**config.mk**
```make
export PLATFORM = sky130hd
export DESIGN_NAME = fetch_unit
export DESIGN_NICKNAME = d
export VERILOG_FILES = /design/src/rtl/fetch_unit.sv
export SDC_FILE = /design/constraint.sdc
export NUM_CORES = 1
export LEC_CHECK = 0
export CORE_MARGIN = 10
export CORE_UTILIZATION = 38
export DETAILED_ROUTE_END_ITERATION = 6
export PLACE_DENSITY = 0.72
export SYNTH_ARGS = -nofsm -noshare
export SYNTH_HDL_FRONTEND = slang
export SYNTH_SLANG_ARGS = --single-unit
```
**constraint.sdc**
```tcl
create_clock -name clk -period 1.8 [get_ports clk]
set_input_delay 0.18 -clock clk [delete_from_list [all_inputs] [get_ports clk]]
set_output_delay 0.18 -clock clk [all_outputs]
set_load 0.02 [all_outputs]
```
**src/rtl/fetch_unit.sv**
```systemverilog
// rtl/fetch_unit.sv - RV32I instruction fetch stage with single-outstanding memory request
// Holds the PC, fetches one word at a time and hands it to decode over valid/ready.
module fetch_unit #(
  parameter logic [31:0] RESET_PC = 32'h0000_0000
) (
  input  logic        clk,
  input  logic        rst_n,
  output logic        mem_req_o,
  output logic [31:0] mem_addr_o,
  input  logic        mem_ready_i,
  input  logic [31:0] mem_rdata_i,
  output logic        instr_valid_o,
  input  logic        instr_ready_i,
  output logic [31:0] instr_o,
  output logic [31:0] instr_pc_o,
  input  logic        redirect_valid_i,
  input  logic [31:0] redirect_target_i,
  output logic        fetch_fault_o,
  output logic [31:0] fetch_count_o
);

  localparam logic [31:0] NOP = 32'h0000_0013;

  typedef enum logic [1:0] {S_START, S_FETCH, S_HOLD, S_FAULT} state_t;

  state_t      state_q, state_d;
  logic [31:0] pc_q, pc_d;
  logic [31:0] instr_q, instr_d;
  logic [31:0] instr_pc_q, instr_pc_d;
  logic [31:0] count_q, count_d;
  logic        fault_q, fault_d;

  always_ff @(posedge clk or negedge rst_n) begin
    if (!rst_n) begin
      state_q    <= S_START;
      pc_q       <= RESET_PC;
      instr_q    <= NOP;
      instr_pc_q <= RESET_PC;
      count_q    <= 32'd0;
      fault_q    <= 1'b0;
    end else begin
      state_q    <= state_d;
      pc_q       <= pc_d;
      instr_q    <= instr_d;
      instr_pc_q <= instr_pc_d;
      count_q    <= count_d;
      fault_q    <= fault_d;
    end
  end

  always_comb begin
    state_d    = state_q;
    pc_d       = pc_q;
    instr_d    = instr_q;
    instr_pc_d = instr_pc_q;
    count_d    = count_q;
    fault_d    = fault_q;

    case (state_q)
      S_START: state_d = S_FETCH;
      S_FETCH: begin
        if (mem_ready_i) begin
          instr_d    = mem_rdata_i;
          instr_pc_d = pc_q;
          state_d    = S_HOLD;
        end
      end
      S_HOLD: begin
        if (instr_ready_i) begin
          pc_d    = pc_q + 32'd4;
          count_d = count_q + 32'd1;
          state_d = S_FETCH;
        end
      end
      default: state_d = S_FAULT;
    endcase

    // A redirect overrides whatever the state machine decided above, including
    // a response or decode handshake landing in the same cycle.
    if (redirect_valid_i && state_q != S_FAULT) begin
      instr_d    = instr_q;
      instr_pc_d = instr_pc_q;
      count_d    = count_q;
      if (redirect_target_i[1:0] == 2'b00) begin
        pc_d    = redirect_target_i;
        state_d = S_FETCH;
      end else begin
        pc_d    = pc_q;
        fault_d = 1'b1;
        state_d = S_FAULT;
      end
    end
  end

  assign mem_req_o     = (state_q == S_FETCH);
  assign mem_addr_o    = pc_q;
  assign instr_valid_o = (state_q == S_HOLD);
  assign instr_o       = instr_q;
  assign instr_pc_o    = instr_pc_q;
  assign fetch_fault_o = fault_q;
  assign fetch_count_o = count_q;

endmodule

```
==> results of run 1 <==
[Yosys cell counts, types with 3 or more instances]
cell type  count  area [sq um]
a211oi_1       4          30.0
a21boi_0       8          60.1
a21oi_1       20           100
a311oi_1       9          78.8
a31oi_1        3          18.8
and2_1         5          31.3
and3_1        11          68.8
and4_1         8          70.1
buf_2         24           120
clkbuf_1       5          18.8
dfrtp_1      128          3200
dfstp_2        3          78.8
inv_1         10          37.5
mux2_2        64           721
nand2_1       29           109
nand3_1       32           160
nand4_1       23           144
nor2_1        18          67.6
nor3_1        15          75.1
nor4_1         5          31.3
o211ai_1      16           120
o21ai_0       13          65.1
o22ai_1        5          31.3
o31ai_1        3          22.5
xnor2_1       26           228
xor2_1         5          43.8
[power by group]
part           switching (mW)  internal (mW)  total [mW]
Combinational           0.436          0.501       0.937
Clock                    1.36           2.19        3.55
Sequential             0.0986           3.09        3.19
[metrics by stage]
stage	instance area, sq um	hold WS (ps)	setup WS, ps
6_report	9470	285	22.6
3_3_place_gp	8810	156	-207
3_5_place_dp	8810	159	-297
4_1_cts	9420	288	5.12
5_1_grt	9470	315	-10.6
2_1_floorplan	6200	-116	75.0
[layer usage]
metal,wire length (um),vias up,track usage
met1,8160,2752,0.223
li1,-,2478,-
met4,331,0,0.0550
met2,9700,222,0.291
met3,1660,27,0.0656
met5,0,-,0
[worst max-delay path, stage by stage, from the launching register on]
cell	delay, ps
dfrtp_1	370
buf_4	170
clkdlybuf4s50_1	640
[cells by family (layout without fill, tap and decap cells)]
group                      count (synthesis)  in the layout  share of synthesized area
DFF                                      131            131                      0.530
and+or+nand+nor                          166            166                      0.157
muxes                                     65             65                      0.118
AOI/OAI and AO/OA                        100            101                      0.114
xor gates and xnor gates                  31             31                     0.0438
buffers and inverters                     43            290                     0.0335
adders and majority gates                  2              2                    0.00404
[what timing repair did]
action                                  in CTS  in global routing
setup buffers                                0                  0
hold endpoints to repair                    49                  0
hold buffers                                 1                  0
resized for setup                            5                 12
endpoints found under the setup margin       3                 12
pin swaps                                    0                  1
cloned                                       0                  1
[final timing paths]
kind	startpoint	to	slack, ps	depth (start not counted)
setup / recovery	mem_addr_o[17]$_DFFE_PN0P_	mem_addr_o[17]	20	2
hold / removal	rst_n	fetch_count_o[15]$_DFFE_PN0P_	290	2
setup reg to reg	state_q[1]$_DFFE_PN0P_	instr_pc_o[29]$_DFFE_PN0P_	80	3
hold reg to reg	fetch_fault_o$_DFFE_PN0P_	fetch_fault_o$_DFFE_PN0P_	470	1
max in group asynchronous	rst_n	instr_o[0]$_DFFE_PN1P_	860	3
min in group clk	redirect_target_i[3]	mem_addr_o[3]$_DFFE_PN0P_	340	3
[sequential cells by signal (all words and copies together) (netlist names)]
register,count
fetch_count_o,32
instr_o,32
instr_pc_o,32
mem_addr_o,32
state_q,2
fetch_fault_o,1
[layout make-up]
class,instances,area share
clock inverters,15,0.0190
flip-flops and latches,131,0.347
well taps,216,0.0285
clock buffers,17,0.0449
multi-input cells,365,0.290
repair buffers,248,0.267
inverters,10,0.00396
==> run_summary.xml, run 1 <==
<?xml version="1.0" encoding="UTF-8"?>
<metrics>
  <group name="floorplanning">
    <metric name="dieHeight" unit="um">148</metric>
    <metric name="die_w" unit="um">148</metric>
    <metric name="initial_core_util" unit="">0.389</metric>
    <metric name="placeableCoreArea" unit="sq um">15900</metric>
    <metric name="design.portCount" unit="">200</metric>
    <metric name="fp.dieArea" unit="sq um">21800</metric>
    <metric name="rows" unit="">46</metric>
  </group>
  <group name="clocking">
    <metric name="tritoncts.num_buffers" unit="">17</metric>
    <metric name="tritoncts" unit="">done</metric>
    <metric name="clk_root_buffer_cell" unit="">clkbuf_16</metric>
    <metric name="clk_path_buf_depth" unit="">2</metric>
    <metric name="cts_htree_levels" unit="">4</metric>
    <metric name="clock_pin_slew_worst_setup_and_hold_paths" unit="ps">60</metric>
    <metric name="clk_latency" unit="ps">420</metric>
    <metric name="numClockSinks" unit="">131</metric>
  </group>
  <group name="finish">
    <metric name="final_core_utilization" unit="">0.594</metric>
    <metric name="layout-drive-gt1-share" unit="">0.218</metric>
    <metric name="layout_commonest_cell" unit="">clkdlybuf4s50_1</metric>
    <metric name="area_growth" unit="%">52.8</metric>
    <metric name="finish.net_count" unit="">844</metric>
    <metric name="multiInputGateArea" unit="sq um">2750</metric>
    <metric name="storage_element_area" unit="sq um">3280</metric>
    <metric name="non_filler_instance_count_after_layout" unit="">1002</metric>
    <metric name="fill_cells" unit="">1341</metric>
    <metric name="antenna_cells" unit="">0</metric>
    <metric name="layout.cells.most_common_list" unit="">clkdlybuf4s50_1, dfrtp_1, mux2_2, buf_4, nand3_1</metric>
  </group>
  <group name="global_route">
    <metric name="via_count_of_the_first_global_routing_pass" unit="">5612</metric>
    <metric name="number_of_antenna_violations_at_the_first_check_in_global_routing" unit="">0</metric>
    <metric name="grt_pass1_wl" unit="um">31800</metric>
    <metric name="globalRouteTotalUtil" unit="">0.181</metric>
    <metric name="gr-total-overflow" unit="">0</metric>
    <metric name="grt_start_max_net_pins" unit="">52</metric>
  </group>
  <group name="timing">
    <metric name="timing_max_transition_violations_final" unit="">0</metric>
    <metric name="fin_setup_tns" unit="ps">0</metric>
    <metric name="count_of_endpoints_failing_hold_in_the_final_timing_report" unit="">0</metric>
    <metric name="fin_skew" unit="ps">9.92</metric>
    <metric name="final_setup_violating_endpoints" unit="">0</metric>
    <metric name="worst_pin_slew" unit="ps">485</metric>
    <metric name="timing.max_slew.rel_slack" unit="">0.677</metric>
    <metric name="highest_achievable_clock_rate" unit="MHz">563</metric>
    <metric name="period_minus_slack" unit="ps">1780</metric>
    <metric name="final.period_utilization" unit="">0.987</metric>
  </group>
  <group name="route">
    <metric name="post_drt_via_cell_ratio" unit="">5.47</metric>
    <metric name="drtAntennaViolNets" unit="">0</metric>
    <metric name="via_count" unit="">5479</metric>
    <metric name="route.detailed.wl_per_inst" unit="um">19.8</metric>
    <metric name="dr.pass1.iters" unit="">5</metric>
    <metric name="detailedRoute.firstIterationViolations" unit="">411</metric>
    <metric name="route.detailed.drc" unit="">0</metric>
    <metric name="finalWirelength" unit="um">19900</metric>
  </group>
  <group name="yosys">
    <metric name="synth_sequential_area_ratio" unit="">0.530</metric>
    <metric name="postSynthCellCount" unit="">538</metric>
    <metric name="synth-edff-count" unit="">0</metric>
    <metric name="postSynth.topFlopCell" unit="">dfrtp_1</metric>
    <metric name="yosys_register_bits" unit="">131</metric>
    <metric name="yosysUniqueCellTypes" unit="">62</metric>
    <metric name="mappedNetlistNets" unit="">609</metric>
    <metric name="async_flop_share" unit="">1.00</metric>
    <metric name="average_cell_area_after_synthesis" unit="sq um">11.5</metric>
    <metric name="netlist_area" unit="sq um">6200</metric>
    <metric name="total_number_of_yosys_warnings" unit="">0</metric>
  </group>
  <group name="setup_path">
    <metric name="critical_path.endpoint_type" unit="">output pin</metric>
    <metric name="crit_type" unit="">flop to output pin</metric>
    <metric name="cp-start-kind" unit="">flop</metric>
    <metric name="crit_path_max_fanout" unit="">8</metric>
    <metric name="worstPathRequired" unit="ps">1620</metric>
    <metric name="worstPathArrival" unit="ps">1600</metric>
  </group>
  <group name="placed_design">
    <metric name="post-place-cells" unit="">968</metric>
    <metric name="gp_congestion" unit="">0.848</metric>
    <metric name="port_buffers" unit="">199</metric>
    <metric name="place.detailed.hpwl" unit="um">14700</metric>
  </group>
  <group name="pwr">
    <metric name="powerDensity" unit="nW/um^2">810</metric>
    <metric name="power.total" unit="mW">7.67</metric>
    <metric name="power.static_leakage" unit="nW">4.13</metric>
    <metric name="max-vdd-ir-drop" unit="mV">0.546</metric>
  </group>
  <group name="job">
    <metric name="maxCapViolCount" unit="">0</metric>
  </group>
  <group name="outcome">
    <metric name="run_status" unit="">finished, final reports clean</metric>
  </group>
  <group name="hold_path">
    <metric name="min-delay-path-class" unit="">primary input to async pin</metric>
  </group>
</metrics>
No activity file was read; power rests on OpenSTA's default activity.
==> inputs of run 2 (changes only) <==
--- a/config.mk
+++ b/config.mk
@@ -6,9 +6,9 @@
 export NUM_CORES = 1
 export LEC_CHECK = 0
 export CORE_MARGIN = 10
-export CORE_UTILIZATION = 38
+export CORE_UTILIZATION = 25
 export DETAILED_ROUTE_END_ITERATION = 6
-export PLACE_DENSITY = 0.72
+export PLACE_DENSITY = 0.53
 export SYNTH_ARGS = -nofsm -noshare
 export SYNTH_HDL_FRONTEND = slang
 export SYNTH_SLANG_ARGS = --single-unit
==> run_summary.xml, run 2 (synthesis results as in run 1) <==
<?xml version="1.0" encoding="UTF-8"?>
<metrics>
  <group name="outcome">
    <metric name="run_status" unit="">finished, final reports clean</metric>
  </group>
  <group name="finish">
    <metric name="finish.instance_area" unit="sq um">9670</metric>
    <metric name="layout-drive-gt1-share" unit="">0.240</metric>
    <metric name="layout_commonest_cell" unit="">clkdlybuf4s50_1</metric>
    <metric name="final_core_utilization" unit="">0.398</metric>
    <metric name="multiInputGateArea" unit="sq um">2750</metric>
    <metric name="area_growth" unit="%">56.1</metric>
    <metric name="layout.cells.most_common_list" unit="">clkdlybuf4s50_1, dfrtp_1, mux2_2, buf_4, nand3_1</metric>
    <metric name="finish.net_count" unit="">867</metric>
    <metric name="storage_element_area" unit="sq um">3280</metric>
    <metric name="fill_cells" unit="">2388</metric>
  </group>
  <group name="global_route">
    <metric name="grt_pass1_wl" unit="um">32100</metric>
    <metric name="globalRouteTotalUtil" unit="">0.129</metric>
    <metric name="grt_start_max_net_pins" unit="">45</metric>
    <metric name="via_count_of_the_first_global_routing_pass" unit="">5532</metric>
    <metric name="number_of_antenna_violations_at_the_first_check_in_global_routing" unit="">3</metric>
    <metric name="gr-total-overflow" unit="">0</metric>
  </group>
  <group name="setup_path">
    <metric name="worstPathRequired" unit="ps">1620</metric>
    <metric name="critical_path.endpoint_type" unit="">output pin</metric>
    <metric name="largest_stage_delay_on_the_critical_path" unit="ps">670</metric>
    <metric name="cp-start-kind" unit="">flop</metric>
    <metric name="timing.critical_path.max_delay_family" unit="">buffers and inverters</metric>
    <metric name="worst-path-buf-inv" unit="">1</metric>
    <metric name="crit_path_max_fanout" unit="">6</metric>
    <metric name="critPathSlowestCell" unit="">clkdlybuf4s50_1</metric>
    <metric name="crit_type" unit="">flop to output pin</metric>
    <metric name="critical_path.cell_chain" unit="">clkdlybuf4s50_1</metric>
    <metric name="worstPathArrival" unit="ps">1550</metric>
  </group>
  <group name="timing">
    <metric name="fin_setup_tns" unit="ps">0</metric>
    <metric name="final_setup_violating_endpoints" unit="">0</metric>
    <metric name="timing.max_slew.rel_slack" unit="">0.561</metric>
    <metric name="timing_max_transition_violations_final" unit="">0</metric>
    <metric name="count_of_endpoints_failing_hold_in_the_final_timing_report" unit="">0</metric>
    <metric name="final.period_utilization" unit="">0.961</metric>
    <metric name="rsz0062_at_grt" unit="">no</metric>
    <metric name="worst_pin_slew" unit="ps">657</metric>
    <metric name="highest_achievable_clock_rate" unit="MHz">578</metric>
    <metric name="fin_skew" unit="ps">9.95</metric>
    <metric name="holdWs" unit="ps">204</metric>
    <metric name="period_minus_slack" unit="ps">1730</metric>
  </group>
  <group name="pwr">
    <metric name="max-vdd-ir-drop" unit="mV">0.519</metric>
    <metric name="power.static_leakage" unit="nW">4.18</metric>
    <metric name="cellInternalPower" unit="mW">5.63</metric>
    <metric name="power.net_switching" unit="mW">1.85</metric>
    <metric name="power.total" unit="mW">7.47</metric>
    <metric name="power.clock.fraction" unit="">0.449</metric>
    <metric name="sw_frac_of_total" unit="">0.247</metric>
    <metric name="powerDensity" unit="nW/um^2">773</metric>
    <metric name="seqPwrFrac" unit="">0.425</metric>
    <metric name="share_comb_of_total_power" unit="">0.126</metric>
  </group>
  <group name="floorplanning">
    <metric name="initial_core_util" unit="">0.255</metric>
    <metric name="design.portCount" unit="">200</metric>
    <metric name="rows" unit="">57</metric>
    <metric name="fp.dieArea" unit="sq um">31500</metric>
    <metric name="placeableCoreArea" unit="sq um">24300</metric>
    <metric name="die_w" unit="um">177</metric>
    <metric name="dieHeight" unit="um">177</metric>
  </group>
  <group name="route">
    <metric name="drtAntennaViolNets" unit="">0</metric>
    <metric name="post_drt_via_cell_ratio" unit="">4.69</metric>
    <metric name="finalWirelength" unit="um">20500</metric>
    <metric name="route.detailed.drc" unit="">0</metric>
    <metric name="via_count" unit="">5321</metric>
    <metric name="dr.pass1.iters" unit="">5</metric>
    <metric name="detailedRoute.firstIterationViolations" unit="">272</metric>
    <metric name="route.detailed.wl_per_inst" unit="um">18.1</metric>
  </group>
  <group name="placed_design">
    <metric name="port_buffers" unit="">199</metric>
    <metric name="gp_congestion" unit="">0.785</metric>
    <metric name="cell_area_reported_after_detailed_placement" unit="sq um">9050</metric>
    <metric name="place.detailed.hpwl" unit="um">15200</metric>
  </group>
  <group name="clocking">
    <metric name="numClockSinks" unit="">131</metric>
    <metric name="cts_htree_levels" unit="">4</metric>
    <metric name="clk_path_buf_depth" unit="">2</metric>
    <metric name="tritoncts" unit="">done</metric>
    <metric name="tritoncts.num_buffers" unit="">17</metric>
    <metric name="clock_pin_slew_worst_setup_and_hold_paths" unit="ps">60</metric>
    <metric name="clk_latency" unit="ps">420</metric>
    <metric name="clk_root_buffer_cell" unit="">clkbuf_16</metric>
  </group>
  <group name="hold_path">
    <metric name="min-delay-path-class" unit="">primary input to async pin</metric>
  </group>
  <group name="job">
    <metric name="maxCapViolCount" unit="">0</metric>
  </group>
</metrics>
run 2: area by class of cell:
cell class / count / share of cell area
Antenna cell: 2 / 0.000518
Sequential cell: 131 / 0.340
Timing Repair Buffer: 271 / 0.271
Multi-Input combinational cell: 365 / 0.284
Clock buffer: 22 / 0.0501
Inverter: 10 / 0.00388
Clock inverter: 9 / 0.00828
Tap cell: 324 / 0.0419
run 2: worst reg2reg max path: cells and delay by family (launching register included):
kind                   cells  cell delay, ps
DFF                        1             490
and+or+nand+nor            1             440
muxes                      1             400
buffers and inverters      1             260
run 2: stage by stage:
| step | instances | setup slack, ps |
|---|---|---|
| 3_3_place_gp | 1097 | -338 |
| 6_report | 1134 | 70.3 |
| 5_1_grt | 1132 | 0.179 |
| 2_1_floorplan | 538 | 75.0 |
| 3_5_place_dp | 1097 | -440 |
| 4_1_cts | 1129 | 2.93 |
run 2: final timing paths:
check | startpoint | to | slack (ps) | cells after the start
max | fetch_count_o[6]$_DFFE_PN0P_ | fetch_count_o[6] | 70 | 1
min | rst_n | fetch_count_o[11]$_DFFE_PN0P_ | 200 | 2
max reg2reg | state_q[1]$_DFFE_PN0P_ | instr_o[10]$_DFFE_PN0P_ | 90 | 3
min reg2reg | fetch_count_o[31]$_DFFE_PN0P_ | fetch_count_o[31]$_DFFE_PN0P_ | 470 | 1
max in group asynchronous | rst_n | instr_o[4]$_DFFE_PN1P_ | 970 | 3
min in group clk | redirect_target_i[3] | mem_addr_o[3]$_DFFE_PN0P_ | 330 | 3
run 2: routing by layer:
layer,track usage,vias to the layer above,routed length (um)
met3,0.0584,18,2150
met2,0.205,203,9320
met1,0.158,2564,8870
met4,0.0274,2,147
met5,0,-,13
li1,-,2534,-
run 2: what timing repair did:
item	CTS	global route
cloned	0	1
endpoints found under the hold margin	68	0
hold buffers	1	0
setup buffers	0	2
setup endpoints to repair	8	24
gates resized for setup	7	9
pin swaps	0	2
run 2: power groups by stage:
stage	Clock, mW	Sequential (mW)	Combinational (mW)
6_report	3.35	3.18	0.944
5_1_grt	3.63	3.20	1.02
4_1_cts	3.48	3.18	0.965
3_5_place_dp	0	3.23	0.960
3_3_place_gp	0	3.22	0.961
2_1_floorplan	0	3.41	0.154
